$ cat config.mk
export PLATFORM = sky130hd
export DESIGN_NAME = serial_subtractor
export DESIGN_NICKNAME = d
export VERILOG_FILES = /design/src/rtl/serial_subtractor.sv
export SDC_FILE = /design/constraint.sdc
export NUM_CORES = 1
export LEC_CHECK = 0
export CORE_ASPECT_RATIO = 1.4
export CORE_MARGIN = 8
export CORE_UTILIZATION = 31
export DETAILED_ROUTE_END_ITERATION = 8
export HOLD_SLACK_MARGIN = 0.02
export PLACE_DENSITY_LB_ADDON = 0.2
export SLEW_MARGIN = 0
export SYNTH_ARGS = -nofsm -noshare
export SYNTH_HDL_FRONTEND = slang
export SYNTH_SLANG_ARGS = --single-unit
$ cat constraint.sdc
create_clock -name clk -period 1.7 [get_ports clk]
set_input_delay 0.34 -clock clk [delete_from_list [all_inputs] [get_ports clk]]
set_output_delay 0.34 -clock clk [all_outputs]
set_load 0.05 [all_outputs]
$ cat src/rtl/serial_subtractor.sv
// ---------------------------------------------------------------------------
// serial_subtractor
//   Bit-serial unsigned subtractor: diff = (a - b - bin) mod 2^WIDTH,
//   processed LSB first, one bit per clock, behind a start/ready/done
//   handshake. Trades latency (WIDTH+2 cycles per op) for a single
//   full-subtractor cell.
//
// Parameters
//   WIDTH   operand/result width in bits (>= 2)
//
// Ports
//   clk     rising-edge clock
//   rst_n   synchronous active-low reset
//   start   begin an operation (only honoured while ready=1)
//   a, b    minuend / subtrahend, captured on the accepted start edge
//   bin     borrow-in, captured on the accepted start edge
//   ready   idle, able to accept start
//   diff    result, updated only when an operation completes
//   borrow  borrow-out (1 iff a < b + bin)
//   done    one-cycle pulse while diff/borrow hold a fresh result
//   ovf     (only with SUB_OVERFLOW_EN) signed overflow of a - b - bin
//
// Build option
//   SUB_OVERFLOW_EN  adds the ovf output and its flop.
// ---------------------------------------------------------------------------
module serial_subtractor #(
  parameter int WIDTH = 4
) (
  input  logic             clk,
  input  logic             rst_n,
  input  logic             start,
  input  logic [WIDTH-1:0] a,
  input  logic [WIDTH-1:0] b,
  input  logic             bin,
  output logic             ready,
  output logic [WIDTH-1:0] diff,
  output logic             borrow,
  output logic             done
`ifdef SUB_OVERFLOW_EN
  ,
  output logic             ovf
`endif
);

  localparam int CW = $clog2(WIDTH);
  localparam logic [CW-1:0] LAST = CW'(WIDTH - 1);

  typedef enum logic [1:0] {IDLE, SHIFT, DONE} state_t;

  state_t           state_q, state_d;
  logic [CW-1:0]    cnt;
  logic [WIDTH-1:0] a_sr, b_sr, res_sr;
  logic             br;

  // Full-subtractor cell on the current LSBs
  logic a_lsb, b_lsb, d, br_nxt, last;
  assign a_lsb  = a_sr[0];
  assign b_lsb  = b_sr[0];
  assign d      = a_lsb ^ b_lsb ^ br;
  assign br_nxt = (~a_lsb & b_lsb) | (~(a_lsb ^ b_lsb) & br);
  assign last   = (cnt == LAST);

  // State register
  always_ff @(posedge clk) begin
    if (!rst_n) state_q <= IDLE;
    else        state_q <= state_d;
  end

  // Next state and handshake outputs
  always_comb begin
    state_d = state_q;
    ready   = 1'b0;
    done    = 1'b0;
    case (state_q)
      IDLE: begin
        ready = 1'b1;
        if (start) state_d = SHIFT;
      end
      SHIFT: begin
        if (last) state_d = DONE;
      end
      DONE: begin
        done    = 1'b1;
        state_d = IDLE;
      end
      default: state_d = IDLE;
    endcase
  end

  // Datapath: operand/result shift registers, running borrow, counter.
  // diff/borrow are loaded only on the final SHIFT edge so partial
  // results never appear on the outputs.
  always_ff @(posedge clk) begin
    if (!rst_n) begin
      cnt    <= '0;
      a_sr   <= '0;
      b_sr   <= '0;
      res_sr <= '0;
      br     <= 1'b0;
      diff   <= '0;
      borrow <= 1'b0;
`ifdef SUB_OVERFLOW_EN
      ovf    <= 1'b0;
`endif
    end else begin
      case (state_q)
        IDLE: begin
          if (start) begin
            a_sr <= a;
            b_sr <= b;
            br   <= bin;
            cnt  <= '0;
          end
        end
        SHIFT: begin
          a_sr   <= a_sr >> 1;
          b_sr   <= b_sr >> 1;
          res_sr <= {d, res_sr[WIDTH-1:1]};
          br     <= br_nxt;
          if (last) begin
            diff   <= {d, res_sr[WIDTH-1:1]};
            borrow <= br_nxt;
`ifdef SUB_OVERFLOW_EN
            // br here is the borrow into the MSB, br_nxt the borrow out
            ovf    <= br ^ br_nxt;
`endif
          end else begin
            cnt <= cnt + 1'b1;
          end
        end
        default: ;
      endcase
    end
  end

endmodule

# Word level (Yosys, flattened, before mapping)
# Cells that the tools add are included.
# op_classes
n_eq_ne	6
n_mux	14
n_bitwise	7
n_reduce_logical	6
addsub	1
# ops
cell	count
one-hot mux 4 bit (2 select lines)	2
2-to-1 mux 2 bit	4
2-to-1 mux 4 bit	2
one-hot mux 2 bit (2 select lines)	2
inequality test 2 bit (second input constant)	3
AND reduction 2 bit	3
equality test 2 bit (second input constant)	2
2-to-1 mux 1 bit	3
AND reduction 3 bit	1
adder 2 x 1 -> 2 bit (second input constant)	1
AND 1 bit	2
equality test 2 x 1 -> 1 bit (second input constant)	1
logical NOT 2 bit	1
NOT 1 bit	2
one-hot mux 1 bit (2 select lines)	1
nonzero test 2 bit	1
XOR 1 bit	2
bitwise OR 1 bit	1
# word_totals
output_inout_bits	7
ff_bits	22
word_cells	42

# Depth between registers and ports, before layout
# Gate-level depths: netlist of the first run.
# depth
ltp_word	5
ltp_mapped	5
depth_no_buf	4

# Least setup slack after synthesis of the first run
# Ideal clock, no wire load.
# synth_path
kind	reg-to-reg
from	reg state_q[0]
to	reg a_sr[3]
t_arrival_ns	1.440
period_less_slack_ns	1.507
path_slack_ns	0.193
required_ns	1.633
setup_time_ns	0.067
stages_incl_launch_ff	5
path_cell_list	dfxtp_1 -> buf_6 -> nor2_1 -> a32oi_1 -> nor2_1
# synth_between
elab_chain_len	3
word_cells_on_any_way	6
# synth_rtl
item	line	source
start: declaration	50	state_t state_q, state_d;
start signal: assignment	66	else state_q <= state_d;
equality test 2 x 1 -> 1 bit or logical NOT 2 bit (tied branches)	106	case (state_q)
nonzero test 2 bit (no line) or inequality test 2 bit (tied branches)	n/a	
AND reduction 2 bit (no line)	n/a	
end signal: assignment	116	a_sr <= a_sr >> 1;
end: declaration	52	logic [WIDTH-1:0] a_sr, b_sr, res_sr;
# Several ways; a longest one is shown, not always the timed one.
# A chain may end at the register's enable or synchronous reset.

# Worst setup path after layout of the first run
# layout_path
from	reg state_q[0]
to	out done
# layout_between
elab_chain_len	2
# layout_rtl
item	line	source
equality test 2 bit	74	case (state_q)
2-to-1 mux 1 bit	74	
end: declaration	38	output logic done
# No other way between the ends.

==> results of run 1 <==
[how the worst max path moves through the flow]
stage               start       to  cells past startpoint
2_1_floorplan  state_q[0]  a_sr[3]                      4
3_3_place_gp        start  a_sr[2]                      4
3_5_place_dp        start  b_sr[1]                      4
4_1_cts        state_q[0]     done                      2
5_1_grt        state_q[0]     done                      2
6_report       state_q[0]     done                      2
[worst max-delay path: cells and delay by family, from the launching register on]
kind / cells / cell delay, ns
flops: 1 / 0.56
simple gates: 1 / 0.23
buf+inv: 1 / 0.18
[layer usage]
| layer | part of all wire [%] | up-vias | wire (µm) | track usage (%) |
|---|---|---|---|---|
| li1 | - | 376 | - | - |
| met2 | 49 | 13 | 892 | 12.6 |
| met3 | 4.7 | 2 | 87 | 2.48 |
| met1 | 46 | 337 | 836 | 8.61 |
| met4 | 0.76 | 0 | 14 | 4.81 |
| met5 | 0 | - | 0 | 0 |
[flip-flops by register name (all words and copies together), names as in the netlist]
signal,flops
res_sr,3
state_q,2
borrow,1
br,1
diff,4
b_sr,4
cnt,2
a_sr,4
[logic make-up (layout without fill, tap and decap cells)]
logic type | count (synthesis) | in the layout | share of synthesized area, %
simple gates | 34 | 34 | 17.7
flops | 21 | 21 | 44.4
compound gates | 20 | 20 | 15.5
buf+inv | 11 | 30 | 8.33
mux | 10 | 10 | 10.6
fa+ha+maj | 2 | 2 | 3.44
[metrics by stage]
step	utilization, %	power (mW)	hold slack [ns]	cells
after global routing	40.6	1.06	0.487	154
after floorplan	-	0.648	0.432	98
after detailed placement	39.0	0.691	0.451	150
after global placement	39.0	0.690	0.447	150
after CTS	40.6	1.02	0.463	154
final	40.6	1.00	0.457	154
[layout by cell type (no fill, tap or decap)]
cell type                         instances
sky130_fd_sc_hd__nor3_1                   1
sky130_fd_sc_hd__o21bai_1                 1
sky130_fd_sc_hd__mux2i_1                 10
sky130_fd_sc_hd__ha_1                     1
sky130_fd_sc_hd__clkinv_2                 1
sky130_fd_sc_hd__a21oi_1                  6
sky130_fd_sc_hd__buf_4                   11
sky130_fd_sc_hd__nand2b_1                 1
sky130_fd_sc_hd__clkbuf_8                 3
sky130_fd_sc_hd__nand2_1                 10
sky130_fd_sc_hd__nor2_1                  10
sky130_fd_sc_hd__nor4b_1                  1
sky130_fd_sc_hd__nand3_1                  2
sky130_fd_sc_hd__a32oi_1                  2
sky130_fd_sc_hd__a31oi_1                  2
sky130_fd_sc_hd__dfxtp_1                 21
sky130_fd_sc_hd__inv_1                    4
sky130_fd_sc_hd__nor3b_1                  1
sky130_fd_sc_hd__and2b_1                  1
sky130_fd_sc_hd__o221a_2                  1
sky130_fd_sc_hd__and3b_1                  1
sky130_fd_sc_hd__clkdlybuf4s50_1         11
sky130_fd_sc_hd__a211oi_2                 1
sky130_fd_sc_hd__a211oi_1                 6
sky130_fd_sc_hd__fa_1                     1
sky130_fd_sc_hd__nor2_2                   5
sky130_fd_sc_hd__nand3b_1                 1
sky130_fd_sc_hd__o21ba_2                  1
[layout make-up]
cell class / count / area (µm²)
clock buffer: 3 / 41.3
clock inverter: 1 / 5.00
fill: 312 / 1710
inverter: 4 / 15.0
multi-input combinational: 66 / 447
sequential: 21 / 420
tap: 37 / 46.3
timing repair buffer: 22 / 193
[power breakdown]
part / switching [mW] / leakage (nW) / internal [mW]
registers: 0.0211 / 0.172 / 0.517
logic: 0.0648 / 0.264 / 0.0742
clock network: 0.163 / 0.0255 / 0.163
total: 0.249 / 0.461 / 0.755
==> impl_summary.txt, run 1 <==
----------------------------------------------------
[Timing]
  Post-route fraction of the period consumed by the critical path ... between 90 and 100%
  Setup repair after global routing missed its margin ... no
  Least-Margin Pin Slew ... ~0.40 ns
  Minimum clock period after layout ... between 1.5 and 2 ns
  Aggregate negative setup slack ... 0 ns
  # setup viols final ... 0
  Final Skew ... 0.00425 ns
  Final worst setup slack ... about 0.12 ns
  Highest clock frequency the design can meet ... roughly 630 MHz
  Final Hold Vio Count ... 0
  Relative slew margins ... 73.6%
  Slew Viols, Final ... 0

[Clock tree]
  Number of buffers created by CTS ... 3
  Cell chosen for the clock root ... sky130_fd_sc_hd__clkbuf_8
  Count of cells resized by post-cts repair ... 0
  H-tree Lvls ... 1
  TritonCTS Sinks ... 21
  Max Buffers Root-to-Sink ... 2
  Source-to-sink clock delay at the later pin of the worst-skew pair ... 0.26 ns
  Clock tree from TritonCTS ... done
  Total setup buffers inserted after CTS ... 0
  Count of hold buffers inserted by post-cts repair ... 0
  Clock transition at the registers of the reported paths ... 0.08 ns

[Critical path]
  Data required time at the worst endpoint ... 1.36 ns
  Register-to-register path setup slack ... 0.35 ns
  Largest stage delay on the critical path ... 0.56 ns
  Setup crit end kind ... output port
  Category of the most critical setup path ... flop to output port
  Worst-path cell with the longest stage delay ... sky130_fd_sc_hd__dfxtp_1
  Endpoint of the worst-slack reg-to-reg timing path ... borrow
  WP data arrival ... 1.24 ns
  Cell-by-cell trace of the critical path ... and2b_1 > buf_4
  FF-to-FF path depth ... 4
  Max FO, Critical Path ... 13
  Reg-to-reg critical path startpoint ... cnt[0]
  CP Launch Type ... flop

[GRT]
  Largest net degree at the start of global routing ... 14
  Total Routing Usage GR ... 7.69%
  Number of global-route vias before repair ... 732
  Global-route wire length before repair ... 3.22 mm
  Overflow left after global routing ... 0
  Number of antenna violations at the first check in global routing ... 0

[Final layout]
  # diodes ... 0
  Final net count ... 132
  Synthesis-to-layout area growth ... 23.4%
  Fraction of final layout cells with drive strength greater than 1 ... between 10% and 20%
  Fin area ... 0.00117 mm²

[Detailed routing]
  Post-DR vias/cell ... 4.73
  First-pass iteration count of the detailed router ... 3
  Final wirelength ... approximately 1.8 mm
  Post-DRT Antenna Nets ... 0
  Via total after detailed routing ... ~730
  Number of violations reported at the end of detailed-routing iteration 0 ... 7
  Mean routed wirelength per cell ... between 10 and 15 µm
  DRC errors left ... 0

[Floorplan]
  Area enclosed by the die boundary ... 0.00510 mm²
  Core outline area ... 0.00288 mm²
  Chip Height ... 81.4 µm
  Number of core rows ... 23
  Starting density of the core ... 32.9%
  Width of the die ... 62.7 µm
  Number of top-level pins ... 19

[Logic synthesis]
  Leading post-synthesis cells by instance count ... 21 x sky130_fd_sc_hd__dfxtp_1, 10 x sky130_fd_sc_hd__mux2i_1, 10 x sky130_fd_sc_hd__nand2_1, 10 x sky130_fd_sc_hd__nor2_1
  Synth Flop Type ... sky130_fd_sc_hd__dfxtp_1
  Cell area after synthesis ... 946 µm²
  Post-Syn Area per Cell ... 9.65 µm²
  Number of nets in the synthesized netlist ... 112
  Number of synthesis warnings ... 0
  Post-synth EDFFs ... 0
  Area share of the largest cell type after synthesis ... between 40% and 50%
  Proportion of synthesized flip-flops having asynchronous set or reset ... 0%
  Flip-flop and latch count after synthesis ... 21
  Synth top area cells ... sky130_fd_sc_hd__dfxtp_1 44%, sky130_fd_sc_hd__mux2i_1 11%, sky130_fd_sc_hd__a211oi_1 4.8%
  Unique cell type count in the Yosys netlist ... 28
  Sequential fraction of the synthesis area ... 44.4%
  Instance count of the mapped netlist ... 98
  Yosys top cell by area ... sky130_fd_sc_hd__dfxtp_1
  Most instantiated library cell after synthesis ... sky130_fd_sc_hd__dfxtp_1

[Placed design]
  Gp weighted congestion ... approximately 0.7
  Final HPWL from detailed placement ... 1.40 mm
  Number of I/O port buffers ... 18
  Cell area after placement ... 0.00112 mm²
  Setup slack after placement ... 0.145 ns

[Outcome]
  Status ... finished clean

[Worst hold path]
  Startpoint of the lowest-slack hold path ... diff[2]
  Hold path endpoint ... diff[2]
  Path category of the worst min-delay check ... flop to flop
  Number of cells on the worst hold path ... 2

[Power]
  Pwr dens ... 860 mW/mm²
  Max IR drop VDD ... 0.351 mV
  Static power due to leakage ... 0.461 nW

[Flow run]
  Max cap viols ... 0

----------------------------------------------------
No activity file was read; power rests on OpenSTA's default activity.
==> run 2: changes to the inputs <==
Settings changed: CELL_PAD_IN_SITES_DETAIL_PLACEMENT set to 1, CELL_PAD_IN_SITES_GLOBAL_PLACEMENT set to 1.
==> impl_summary.txt, run 2 (same netlist as run 1, synthesis figures left out) <==
----------------------------------------------------
[Timing]
  Relative slew margins ... roughly 77%
  Setup repair after global routing missed its margin ... no
  Highest clock frequency the design can meet ... 660 MHz
  Post-route fraction of the period consumed by the critical path ... 89.2%
  Slew Viols, Final ... 0
  Least-Margin Pin Slew ... 0.341 ns
  Final Skew ... 0.00162 ns
  Final Hold Vio Count ... 0
  # setup viols final ... 0
  Aggregate negative setup slack ... 0 ns
  Post-route worst hold slack ... between 0.4 and 0.5 ns
  Minimum clock period after layout ... 1.52 ns

[Power]
  Switching pwr ... 0.245 mW
  Max IR drop VDD ... 0.451 mV
  Share of power burned in registers ... 54.1%
  Power share of the clock group ... 32.0%
  Total power ... about 1 mW
  Fraction of power spent switching nets ... 24.4%
  Pwr dens ... roughly 860 mW/mm²
  Cell Int Power ... 0.758 mW
  Static power due to leakage ... 0.454 nW
  Power share of the combinational group ... between 10% and 20%

[Detailed routing]
  Via total after detailed routing ... roughly 740
  Post-DRT Antenna Nets ... 0
  Final wirelength ... 2.09 mm
  DRC errors left ... 0
  Mean routed wirelength per cell ... 13.7 µm
  Post-DR vias/cell ... roughly 4.8
  First-pass iteration count of the detailed router ... 4
  Number of violations reported at the end of detailed-routing iteration 0 ... 9

[Floorplan]
  Chip Height ... 81.4 µm
  Core outline area ... 0.00288 mm²
  Area enclosed by the die boundary ... 0.00510 mm²
  Width of the die ... about 63 µm
  Starting density of the core ... 32.9%
  Number of core rows ... 23
  Number of top-level pins ... 19

[Clock tree]
  Max Buffers Root-to-Sink ... 2
  Source-to-sink clock delay at the later pin of the worst-skew pair ... 0.25 ns
  Number of buffers created by CTS ... 3
  H-tree Lvls ... 1
  Total setup buffers inserted after CTS ... 0
  Cell chosen for the clock root ... sky130_fd_sc_hd__clkbuf_8
  TritonCTS Sinks ... 21
  Clock tree from TritonCTS ... done
  Clock transition at the registers of the reported paths ... 0.07 ns

[Critical path]
  Data required time at the worst endpoint ... 1.36 ns
  Setup crit end kind ... output port
  Largest stage delay on the critical path ... 0.51 ns
  Worst-path cell with the longest stage delay ... sky130_fd_sc_hd__dfxtp_2
  Max FO, Critical Path ... 15
  WP data arrival ... between 1 and 1.5 ns
  Number of buffer and inverter stages on the critical path ... 1
  CP Launch Type ... flop
  Cell-by-cell trace of the critical path ... and2b_1 > buf_4
  Category of the most critical setup path ... flop to output port
  Critical path's top delay family ... flip-flops

[GRT]
  Largest net degree at the start of global routing ... 16
  Number of global-route vias before repair ... 859
  Total Routing Usage GR ... 9.04%
  Number of antenna violations at the first check in global routing ... 0
  Overflow left after global routing ... 0
  Global-route wire length before repair ... 3.75 mm

[Flow run]
  Max cap viols ... 0

[Final layout]
  Most common cell after layout, fill and taps aside ... sky130_fd_sc_hd__dfxtp_1
  Final net count ... 131
  Synthesis-to-layout area growth ... 22.6%
  Count of filler cells inserted in the layout ... 350
  # diodes ... 0
  Leading cell types in the layout, fill and taps excluded ... 20 x sky130_fd_sc_hd__dfxtp_1, 11 x sky130_fd_sc_hd__clkdlybuf4s50_1
  Largest registers ... a_sr: 4 flops, b_sr: 4 flops, diff: 4 flops
  Fraction of final layout cells with drive strength greater than 1 ... approximately a fifth
  Core Util, Final ... about two fifths

[Placed design]
  Gp weighted congestion ... 0.664
  Final HPWL from detailed placement ... about 1.6 mm
  Number of I/O port buffers ... 18

[Worst hold path]
  Path category of the worst min-delay check ... flop to flop

[Outcome]
  Status ... finished clean

----------------------------------------------------
[run 2: cell types whose count changed in the layout (fill, tap and decap cells not counted)]
cell	delta
sky130_fd_sc_hd__dfxtp_1	-1
sky130_fd_sc_hd__dfxtp_2	+1
sky130_fd_sc_hd__clkinv_2	-1
sky130_fd_sc_hd__clkbuf_1	+1
sky130_fd_sc_hd__buf_4	-1
[run 2: final timing paths]
kind / endpoint / from / slack [ns] / depth (start not counted)
setup / recovery: done / state_q[0] / 0.18 / 2
hold / removal: diff[3] / diff[3] / 0.46 / 2
setup reg to reg: borrow / cnt[0] / 0.35 / 4
hold reg to reg: diff[3] / diff[3] / 0.46 / 2
[run 2: final cells by class]
cell class                      count  area (µm²)  area share (%)
Clock buffer                        4        45.0            3.88
Inverter                            4        15.0            1.29
Multi-Input combinational cell     66         447            38.5
Sequential cell                    21         422            36.4
Tap cell                           37        46.3            3.99
Timing Repair Buffer               21         185            16.0
[run 2: worst min-delay path, stage by stage (launching register included)]
cell and delay, ns:
sky130_fd_sc_hd__dfxtp_1 0.31, sky130_fd_sc_hd__nand2_1 0.05, sky130_fd_sc_hd__a21oi_1 0.05
[run 2: layer usage]
metal | part of all wire (%) | GRT usage, % | routed length [µm]
met4 | 1.4 | 4.81 | 29
met5 | 0 | 0 | 0
met2 | 53 | 17.2 | 1110
met3 | 3.8 | 2.34 | 80
met1 | 42 | 8.86 | 871
[run 2: power by group through the flow]
stage,clock [mW],combinational [mW],sequential (mW)
global placement,0,0.136,0.552
CTS,0.337,0.143,0.542
floorplan,0,0.105,0.543
global route,0.358,0.155,0.546
finish,0.321,0.139,0.542
detailed placement,0,0.143,0.553
[run 2: metrics by stage]
stage	area [µm²]	setup slack (ns)	instances
after floorplan	946	0.193	98
after global placement	1110	0.0815	149
after detailed placement	1110	0.0234	149
after CTS	1160	0.174	153
after global routing	1160	0.121	153
final	1160	0.184	153
[run 2: timing repair]
| action | CTS | global route |
|---|---|---|
| endpoints found under the setup margin | 1 | 0 |
| resized for setup | 1 | 0 |
| hold buffers | 0 | 0 |
==> variant: new RTL, flow settings as in run 1 <==
Change the parameter `WIDTH` from 4 to 8.
--- a/src/rtl/serial_subtractor.sv
+++ b/src/rtl/serial_subtractor.sv
@@ -26,3 +26,3 @@
 module serial_subtractor #(
-  parameter int WIDTH = 4
+  parameter int WIDTH = 8
 ) (
Interface: changed (resized a, b and diff); port bits go from 19 to 31. The function was not compared with the original's and may differ.
==> variant against run 1 <==
- combinational power is 120% higher
- routed wire length up 98%
- die area grew 66%
- sequential cell count up 17
- critical path depth grew 3
- area after synthesis is 88% higher
- power increased by 91%
- cell area rose by 89%
- setup slack better by 0.027 ns
- count of clock-buffer cells in the layout up 3
- final cell count rose by 87%
- worst hold slack gained 0.0023 ns
- critical path type is now flip-flop to flip-flop
- largest cell class unchanged
==> variant: results (changes against run 1) <==
<table>
<tr><th>Metric</th><th>Value</th></tr>
<tr><th colspan="2">Final layout</th></tr>
<tr><td>Biggest registers after layout</td><td>a_sr (8), b_sr (8), diff (8) (was a_sr (4), b_sr (4), diff (4))</td></tr>
<tr><td>Fill cell instance count of the final layout</td><td>584 (was 312)</td></tr>
<tr><td>Number of nets in the layout</td><td>242 (was 132)</td></tr>
<tr><th colspan="2">Global routing</th></tr>
<tr><td>Pin count of the biggest net entering global routing</td><td>17 (was 14)</td></tr>
<tr><td>Gr usage total</td><td>0.0873 (was 0.0769)</td></tr>
<tr><td>Global-route wire length before repair</td><td>6060 microns (was 3220 microns)</td></tr>
<tr><td>Via count of the first global-routing pass</td><td>1340 (was 732)</td></tr>
<tr><th colspan="2">Timing</th></tr>
<tr><td>Transition at the pin with the smallest max-transition slack</td><td>0.417 ns (was 0.395 ns)</td></tr>
<tr><td>Final clock skew</td><td>0.00978 ns (was 0.00425 ns)</td></tr>
<tr><th colspan="2">Placement</th></tr>
<tr><td>Number of I/O port buffers</td><td>30 (was 18)</td></tr>
<tr><td>DPL Wire Length</td><td>2600 microns (was 1400 microns)</td></tr>
<tr><td>Routability congestion estimate</td><td>0.684 (was 0.700)</td></tr>
<tr><th colspan="2">CTS</th></tr>
<tr><td>Number of CTS-inserted buffers</td><td>5 (was 3)</td></tr>
<tr><td>Number of levels the H-tree was split into</td><td>2 (was 1)</td></tr>
<tr><td>Clk_lat worst skew</td><td>0.29 ns (was 0.26 ns)</td></tr>
<tr><th colspan="2">Pwr</th></tr>
<tr><td>Max IR drop VDD</td><td>497 uV (was 351 uV)</td></tr>
<tr><td>Lkg Pwr</td><td>0.000820 uW (was 0.000461 uW)</td></tr>
<tr><th colspan="2">Synth</th></tr>
<tr><td>Number of distinct library cells after synthesis</td><td>31 (was 28)</td></tr>
<tr><td>Post-synth top cells</td><td>dfxtp_1 (38), nand2_1 (25), a21oi_1 (20), a211oi_2 (14), mux2i_1 (14) (was dfxtp_1 (21), mux2i_1 (10), nand2_1 (10), nor2_1 (10))</td></tr>
<tr><td>Share of flip-flops with an asynchronous set or reset after synthesis</td><td>0 (unchanged)</td></tr>
<tr><td>Synthesized Nets</td><td>207 (was 112)</td></tr>
<tr><td>Largest cells by area after synthesis</td><td>dfxtp_1 (43%), a211oi_2 (9.8%), mux2i_1 (7.9%) (was dfxtp_1 (44%), mux2i_1 (11%), a211oi_1 (4.8%))</td></tr>
<tr><td>Synth warnings</td><td>0 (unchanged)</td></tr>
<tr><th colspan="2">Route</th></tr>
<tr><td>Met3 layer wire length in the routed design</td><td>199 microns (was 87 microns)</td></tr>
<tr><td>Pre-Repair DR Iteration Count</td><td>4 (was 3)</td></tr>
<tr><td>Average wire per cell in the routed design</td><td>12.6 microns (was 11.9 microns)</td></tr>
<tr><th colspan="2">Status</th></tr>
<tr><td>Run status</td><td>complete, no violations (unchanged)</td></tr>
<tr><th colspan="2">Worst setup path</th></tr>
<tr><td>Data arrival time of the critical path</td><td>1.72 ns (was 1.24 ns)</td></tr>
<tr><td>Critical path fanouts, max</td><td>9 (was 13)</td></tr>
</table>
variant: changes by cell type after synthesis, moves of 5 or more:
cell | run 1 | this run
dfxtp_1 | 21 | 38
buf_2 | 0 | 5
a211oi_1 | 6 | 0
a21oi_1 | 6 | 20
nand2_1 | 10 | 25
nand3_1 | 2 | 12
a211oi_2 | 1 | 14
variant: cell type report:
type | count | area, sq um | share of cell area
clock inverter | 2 | 12.5 | 0.00567
clock buffer | 6 | 82.6 | 0.0374
multi-input combinational | 127 | 856 | 0.388
inverter | 4 | 15.0 | 0.00680
sequential | 38 | 762 | 0.345
timing repair buffer | 43 | 395 | 0.179
tap | 68 | 85.1 | 0.0385
variant: metal layers:
layer	GRT usage	vias to the layer above
met5	0	-
met4	0.0274	0
met3	0.0366	2
met2	0.138	25
met1	0.103	615
li1	-	709
variant: logic make-up (layout without fill, tap and decap cells):
group,Yosys count,count (layout),share of synthesized area
flip-flops,38,38,0.427
multiplexers,14,14,0.0787
buffers and inverters,19,55,0.0920
AND/OR/NAND/NOR,65,65,0.171
AO/OA/AOI/OAI,45,45,0.205
adder cells (fa/ha/maj),3,3,0.0253
variant: worst paths after layout:
| kind | start | endpoint | slack, ns | cells after the start |
|---|---|---|---|---|
| min reg2reg | res_sr[1]$_SDFFE_PN0N_ | res_sr[1]$_SDFFE_PN0N_ | 0.46 | 2 |
| max | cnt[0]$_SDFFE_PN0P_ | diff[1]$_SDFFE_PN0P_ | 0.15 | 5 |
| min | res_sr[1]$_SDFFE_PN0N_ | res_sr[1]$_SDFFE_PN0N_ | 0.46 | 2 |
| max reg2reg | cnt[0]$_SDFFE_PN0P_ | diff[1]$_SDFFE_PN0P_ | 0.15 | 5 |
variant: timing repair:
action / 4_1_cts / 5_1_grt
setup buffers: 0 / 0
resized for setup: 0 / 1
endpoints found under the setup margin: 0 / 1
variant: report_power, final:
part | internal, uW | leakage, uW | switching, uW
clock | 326 | 0.0000472 | 321
combinational | 158 | 0.000462 | 152
sequential | 935 | 0.000311 | 26.8
total | 1420 | 0.000820 | 500
variant: critical path, delay by kind of cell (launching register included):
kind / cells / cell delay (ns)
DFF: 1 / 0.37
and+or+nand+nor: 2 / 0.54
AOI/OAI and AO/OA: 1 / 0.07
adders and majority gates: 2 / 0.46
variant: metrics by stage:
stage	setup WS (ns)	area [sq um]	utilization	std cells	hold WS, ns
2_1_floorplan	0.0756	1780	-	184	0.437
3_3_place_gp	0.175	2110	0.382	280	0.449
3_5_place_dp	0.174	2110	0.382	280	0.452
4_1_cts	0.0739	2210	0.399	288	0.461
5_1_grt	0.0168	2210	0.400	288	0.475
6_report	0.152	2210	0.400	288	0.459
